### config.mk
export PLATFORM = sky130hd
export DESIGN_NAME = div_arb_2p
export DESIGN_NICKNAME = d
export VERILOG_FILES = /design/src/rtl/div_arb_2p.sv
export SDC_FILE = /design/constraint.sdc
export NUM_CORES = 1
export LEC_CHECK = 0
export CORE_AREA = 5 5 79 81
export DETAILED_ROUTE_END_ITERATION = 7
export DIE_AREA = 0 0 84 86
export PLACE_DENSITY = 0.83
export SLEW_MARGIN = 20
export SYNTH_ARGS = -nofsm -noshare
export SYNTH_HDL_FRONTEND = slang
export SYNTH_SLANG_ARGS = --single-unit
### constraint.sdc
create_clock -name clk -period 4 [get_ports clk]
set_input_delay 0.4 -clock clk [delete_from_list [all_inputs] [get_ports clk]]
set_output_delay 0.4 -clock clk [all_outputs]
set_load 0.01 [all_outputs]
### src/rtl/div_arb_2p.sv
`default_nettype none
// ============================================================================
// Module   : div_arb_2p
// Purpose  : Two-port round-robin front end for a single shared 8-bit divider.
//            Grants one requester at a time, latches its operands, starts the
//            divider (or short-circuits a zero divisor), waits for completion
//            with a timeout, and returns the result with a done pulse to the
//            owner of the operation.
// Ports    : clk, reset (async, active-low)
//            req0/req1, a0/b0/a1/b1        - requester side
//            gnt0/gnt1, done0/done1        - handshake pulses
//            quo_o, resto_o, zero_o, erro_o - result of last operation
//            busy                          - high outside IDLE
//            d_start, d_div1, d_div2       - divider command side
//            d_quo, d_resto, d_fim, d_zero_div - divider response side
// Revision : 1.0 - initial release
// ============================================================================
module div_arb_2p #(
    parameter int TIMEOUT = 31
) (
    input  logic       clk,
    input  logic       reset,
    input  logic       req0,
    input  logic       req1,
    input  logic [7:0] a0,
    input  logic [7:0] b0,
    input  logic [7:0] a1,
    input  logic [7:0] b1,
    output logic       gnt0,
    output logic       gnt1,
    output logic       done0,
    output logic       done1,
    output logic [7:0] quo_o,
    output logic [7:0] resto_o,
    output logic       zero_o,
    output logic       erro_o,
    output logic       busy,
    output logic       d_start,
    output logic [7:0] d_div1,
    output logic [7:0] d_div2,
    input  logic [7:0] d_quo,
    input  logic [7:0] d_resto,
    input  logic       d_fim,
    input  logic       d_zero_div
);

    // Counter value of the last WAIT cycle allowed before the abort.
    localparam logic [7:0] c_wait_last = 8'(TIMEOUT - 1);

    typedef enum logic [1:0] {
        S_IDLE  = 2'd0,
        S_START = 2'd1,
        S_WAIT  = 2'd2,
        S_RESP  = 2'd3
    } state_t;

    state_t     r_state;
    state_t     w_state_nxt;
    logic       r_ptr;
    logic       r_owner;
    logic [7:0] r_cnt;
    logic [7:0] r_div1;
    logic [7:0] r_div2;
    logic [7:0] r_quo;
    logic [7:0] r_resto;
    logic       r_zero;
    logic       r_erro;

    logic       w_any_req;
    logic       w_winner;
    logic       w_div_zero;
    logic       w_fim_ok;
    logic       w_timeout;

    assign w_any_req  = req0 | req1;
    // Contention goes to the pointer; a lone requester wins regardless.
    assign w_winner   = (req0 & req1) ? r_ptr : req1;
    assign w_div_zero = (r_div2 == 8'd0);
    // The first WAIT cycle (counter still 0) may see d_fim left over from the
    // previous operation, so completion is only trusted from the second on.
    assign w_fim_ok   = d_fim && (r_cnt != 8'd0);
    assign w_timeout  = (r_cnt == c_wait_last);

    always_comb begin
        w_state_nxt = r_state;
        case (r_state)
            S_IDLE:  if (w_any_req) w_state_nxt = S_START;
            S_START: w_state_nxt = w_div_zero ? S_RESP : S_WAIT;
            S_WAIT:  if (w_fim_ok || w_timeout) w_state_nxt = S_RESP;
            S_RESP:  w_state_nxt = S_IDLE;
            default: w_state_nxt = S_IDLE;
        endcase
    end

    always_ff @(posedge clk or negedge reset) begin
        if (!reset) begin
            r_state <= S_IDLE;
            r_ptr   <= 1'b0;
            r_owner <= 1'b0;
            r_cnt   <= 8'd0;
            r_div1  <= 8'd0;
            r_div2  <= 8'd0;
            r_quo   <= 8'd0;
            r_resto <= 8'd0;
            r_zero  <= 1'b0;
            r_erro  <= 1'b0;
        end else begin
            r_state <= w_state_nxt;
            case (r_state)
                S_IDLE: begin
                    if (w_any_req) begin
                        r_owner <= w_winner;
                        r_div1  <= w_winner ? a1 : a0;
                        r_div2  <= w_winner ? b1 : b0;
                    end
                end
                S_START: begin
                    r_cnt <= 8'd0;
                    if (w_div_zero) begin
                        r_quo   <= 8'hFF;
                        r_resto <= r_div1;
                        r_zero  <= 1'b1;
                        r_erro  <= 1'b0;
                    end
                end
                S_WAIT: begin
                    // Completion takes precedence over a coincident timeout.
                    if (w_fim_ok) begin
                        r_quo   <= d_quo;
                        r_resto <= d_resto;
                        r_zero  <= d_zero_div;
                        r_erro  <= 1'b0;
                    end else if (w_timeout) begin
                        r_quo   <= 8'd0;
                        r_resto <= 8'd0;
                        r_zero  <= 1'b0;
                        r_erro  <= 1'b1;
                    end else begin
                        r_cnt <= r_cnt + 8'd1;
                    end
                end
                S_RESP: begin
                    r_ptr <= ~r_ptr;
                end
                default: ;
            endcase
        end
    end

    assign gnt0    = (r_state == S_START) && !r_owner;
    assign gnt1    = (r_state == S_START) &&  r_owner;
    assign done0   = (r_state == S_RESP)  && !r_owner;
    assign done1   = (r_state == S_RESP)  &&  r_owner;
    assign d_start = (r_state == S_START) && !w_div_zero;
    assign busy    = (r_state != S_IDLE);
    assign d_div1  = r_div1;
    assign d_div2  = r_div2;
    assign quo_o   = r_quo;
    assign resto_o = r_resto;
    assign zero_o  = r_zero;
    assign erro_o  = r_erro;

endmodule
`default_nettype wire

# After elaboration in Yosys (flattened, before gate mapping)
# Cells that the tools add are included.
# op_classes
add_sub_neg	1
n_bitwise	3
n_eq_ne	10
n_mux	25
n_reduce_logical	18
# op_table
op	count
two-way mux 8 bit	9
one-hot mux 8 bit (2 select lines)	3
!= test 2 bit, second input constant	5
adder 8 x 1 -> 8 bit, second input constant	1
== test 8 x 5 -> 1 bit, second input constant	1
logical NOT 8 bit	1
two-way mux 1 bit	8
one-hot mux 2 bit (4 select lines)	1
nonzero test 8 bit	1
logical AND 1 bit	6
AND reduction 3 bit	2
== test 2 bit, second input constant	2
two-way mux 2 bit	2
one-hot mux 1 bit (2 select lines)	2
AND reduction 2 bit	2
nonzero test 2 bit	2
!= test 3 bit, second input constant	1
== test 2 x 1 -> 1 bit, second input constant	1
logical NOT 1 bit	2
logical NOT 2 bit	1
AND 1 bit	1
logical OR 1 bit	1
inverter 1 bit	1
OR 1 bit	1
# totals
out_inout_bits	40
inputBits	54
register_bits	46

# Logic depth before layout (Yosys ltp)
# logic_depth
ltp_word	5
ltp_mapped	7
depth_no_buf	6

# Least setup slack after synthesis
# Ideal clock, no wire load.
# synth_path
path_type	flip-flop to flip-flop
from	register r_cnt[0]
to	register r_quo[1], in the netlist quo_o[1]
stages_incl_launch_ff	8
path_slack_ns	1.742
arrival_time_ns	2.134
setup_time_ns	0.125
path_buffers	1
path_cell_list	dfrtp_1 > inv_1 > ha_1 > or4b_4 > o21a_4 > o211ai_4 > buf_6 > mux2_2
# synth_via
elab_chain_cells	4
# synth_lines
element	line	rtl
from (decl)	61	logic [7:0] r_cnt;
from (signal assigned)	139	r_cnt <= r_cnt + 8'd1;
nonzero test 8 bit	81	assign w_fim_ok = d_fim && (r_cnt != 8'd0);
logical AND 1 bit	81	
!= test 3 bit (no line) or two-way mux 8 bit (tied branches)	n/a	
AND reduction 3 bit (no line) or one-hot mux 8 bit (2 select lines) (tied branches)	n/a	
to (signal assigned)	129	r_quo <= d_quo;
to (decl)	64	logic [7:0] r_quo;
# Parallel ways exist; a longest one is shown, timed or not.
# A chain may end at the register's enable or synchronous reset.

# Worst setup path after layout
# layout_path
from	register r_div2[5], in the netlist d_div2[5]
to	output d_start
# layout_via
elab_chain_cells	3
# layout_lines
element	line	rtl
from (decl)	63	logic [7:0] r_div2;
from (signal assigned)	114	r_div2 <= w_winner ? b1 : b0;
logical NOT 8 bit	78	assign w_div_zero = (r_div2 == 8'd0);
logical NOT 1 bit	154	assign d_start = (r_state == S_START) && !w_div_zero;
logical AND 1 bit	154	
to (decl)	38	output logic d_start,
# Every way passes these cells.

==> results.yml <==
place:
  port-buffer-count: 93
  place.gp.congestion: 0.816
  hpwl_um: 4470
worst_setup_path:
  start_kind: "flip-flop"
  path_class: "reg -> out"
  crit_required_ns: 3.60
  worst_r2r_endpoint: "resto_o[0]$_DFFE_PN0P_"
  worstPathArrival_ns: 2.22
  ff2ff_setup_slack_ns: 1.46
  rr_worst_depth: 6
  r2r_start: "r_cnt[0]$_DFFE_PN0P_"
  path_max_fanout: 3
  crit_path_end_kind: "output port"
final_layout:
  fin_nets: 392
  fillers: 466
  syn_to_final_growth_pct: 44.2
  final_core_util_pct: 65.6
  final_common_cell: "clkdlybuf4s50_1"
  mostFrequentLayoutCells: "clkdlybuf4s50_1 (92), dfrtp_1 (46), nand2_1 (29)"
  drive_above_1_share_pct: 10.5
  num_antenna_cells: 0
route:
  drc: 0
  top_layer: "met4"
  avgRoutedWirePerCell_um: 14.8
  antenna_left: 0
  wl_met3_um: 438
  via_per_inst: 5.20
  drtPass1Iterations: 4
  drt_wl_total_um: 6000
  met2_length_um: 3020
  drt_iter0_drc: 98
  wl_met1_um: 2490
  num_vias: 2100
die:
  die_h_um: 86
  die_area_sq_um: 7220
  num_rows: 27
  core_area_sq_um: 5410
  die_w_um: 84
  start_util_pct: 45.5
  io_pins: 94
sta:
  relSlewSlack_pct: 44.8
  setup_viol: 0
  hold_viol_final: 0
  max_freq_ghz: 0.382
  fin_crit_ns: 2.62
  rsz0062_at_grt: "no"
  tns_ns: 0
  drv_slew: 0
  period_share_pct: 65.5
  tightest_slew_ns: 0.822
  finalClockSkew_ns: 0.00622
power:
  cellLeakagePower_nw: 1.55
  ir_worst_vdd_mv: 0.514
  p_per_area_nw_per_um2: 708
synthesis:
  synthArstFlopShare_pct: 100
  syn-cell-area_sq_um: 2460
  ys_ff_latch: 46
  ys_types: 41
  synth-main-ff-cell: "dfrtp_1"
  syn_inst: 244
  synth-edff-count: 0
  avgSynthCellArea_sq_um: 10.1
  synth_fp_nets: 305
  ys_seq_area_share_pct: 46.8
  yosys_warnings: 0
grt:
  first_global_vias: 2064
  grt_max_degree: 47
  antenna_found_initial: 0
  grtUsageTotal_pct: 16.7
  grt-ovfl-total: 0
  grt_first_pass_wirelength_um: 9840
run_status:
  status: "completed"
job:
  max-cap-violations: 0
clock_tree:
  htree_levels: 2
  numCtsBuffers: 5
  cts_tree: "yes"
  clock_latency_ns: 0.30
  cts.path.max_buffers: 2
  hold_buffers: 0
  root_buffer: "clkbuf_8"
  clk_pin_slew_ns: 0.09
  post_cts_resized: 0
  post_cts_buffers: 0
  clock-sinks: 46
hold_path:
  min_path_type: "in -> async"
-- Yosys cell counts, drive strengths merged (3+ instances only) --
library cell | n | area [sq um]
o22ai | 8 | 50.1
dfrtp | 46 | 1150
nor2 | 5 | 18.8
inv | 26 | 97.6
clkbuf | 7 | 26.3
or4 | 5 | 37.5
o311ai | 3 | 26.3
o21ai | 32 | 164
mux2i | 17 | 170
nand2 | 29 | 109
a21oi | 3 | 15.0
o31ai | 3 | 22.5
ha | 7 | 87.6
mux2 | 19 | 214
buf | 7 | 46.3
nand3 | 3 | 15.0
-- worst max-delay path, cell delays in order (launching register included) --
cell and delay, ns:
dfrtp_1 0.40, or4_1 0.58, o21ai_1 0.37, inv_1 0.09, clkdlybuf4s50_1 0.49
-- per-stage QoR --
| stage | setup WS, ns | instance area (sq um) | instances | hold slack [ns] | power [W] |
|---|---|---|---|---|---|
| floorplan | 1.74 | 2460 | 244 | 0.104 | 0.00162 |
| global placement | 1.56 | 3420 | 396 | 0.474 | 0.00213 |
| detailed placement | 1.50 | 3420 | 396 | 0.476 | 0.00217 |
| CTS | 1.36 | 3530 | 404 | 0.302 | 0.00252 |
| global route | 1.30 | 3540 | 404 | 0.134 | 0.00269 |
| finish | 1.38 | 3540 | 404 | 0.0889 | 0.00251 |
-- power by group --
| part | internal [W] | total [W] | switching [W] |
|---|---|---|---|
| clock | 0.000186 | 0.000342 | 0.000155 |
| sequential | 0.000659 | 0.000806 | 0.000147 |
| combinational | 0.000719 | 0.00136 | 0.000642 |
| total | 0.00156 | 0.00251 | 0.000944 |
-- flip-flops by register name (all words and copies together), names as in the netlist --
name and count:
d_div1 8, r_owner 1, r_ptr 1, r_state 2, erro_o 1, quo_o 8, r_cnt 8, resto_o 8
zero_o 1, d_div2 8
-- metal layers --
layer	track usage, %	vias up
met3	5.19	6
met2	29.4	66
met1	20.2	1004
li1	-	1024
met5	0	-
met4	3.51	0
-- area by class of cell --
type / instances / area [sq um] / area share, %
Tap cell: 72 / 90.1 / 2.54
Timing Repair Buffer: 94 / 936 / 26.4
Inverter: 26 / 97.6 / 2.75
Multi-Input combinational cell: 158 / 1160 / 32.7
Sequential cell: 46 / 1150 / 32.5
Clock inverter: 2 / 37.5 / 1.06
Clock buffer: 6 / 72.6 / 2.05
-- worst max path at each step --
stage                           from                     end  slack, ns  cells after the start
3_5_place_dp    r_cnt[0]$_DFFE_PN0P_  resto_o[0]$_DFFE_PN0P_       1.50                      6
3_3_place_gp    r_cnt[0]$_DFFE_PN0P_    quo_o[6]$_DFFE_PN0P_       1.56                      6
2_1_floorplan   r_cnt[0]$_DFFE_PN0P_    quo_o[1]$_DFFE_PN0P_       1.74                      7
5_1_grt        d_div2[5]$_DFFE_PN0P_                 d_start       1.30                      4
4_1_cts        d_div2[5]$_DFFE_PN0P_                 d_start       1.36                      4
6_report       d_div2[5]$_DFFE_PN0P_                 d_start       1.38                      4
-- kinds of logic (layout without fill, tap and decap cells) --
family	after synthesis	after routing	synth area share [%]
fa+ha+maj	7	7	3.56
simple gates	55	55	11.2
mux	36	36	15.6
xor+xnor	2	2	0.713
compound gates	58	58	15.2
buf+inv	40	128	6.92
flops	46	46	46.8
No activity file was read; power rests on OpenSTA's default activity.
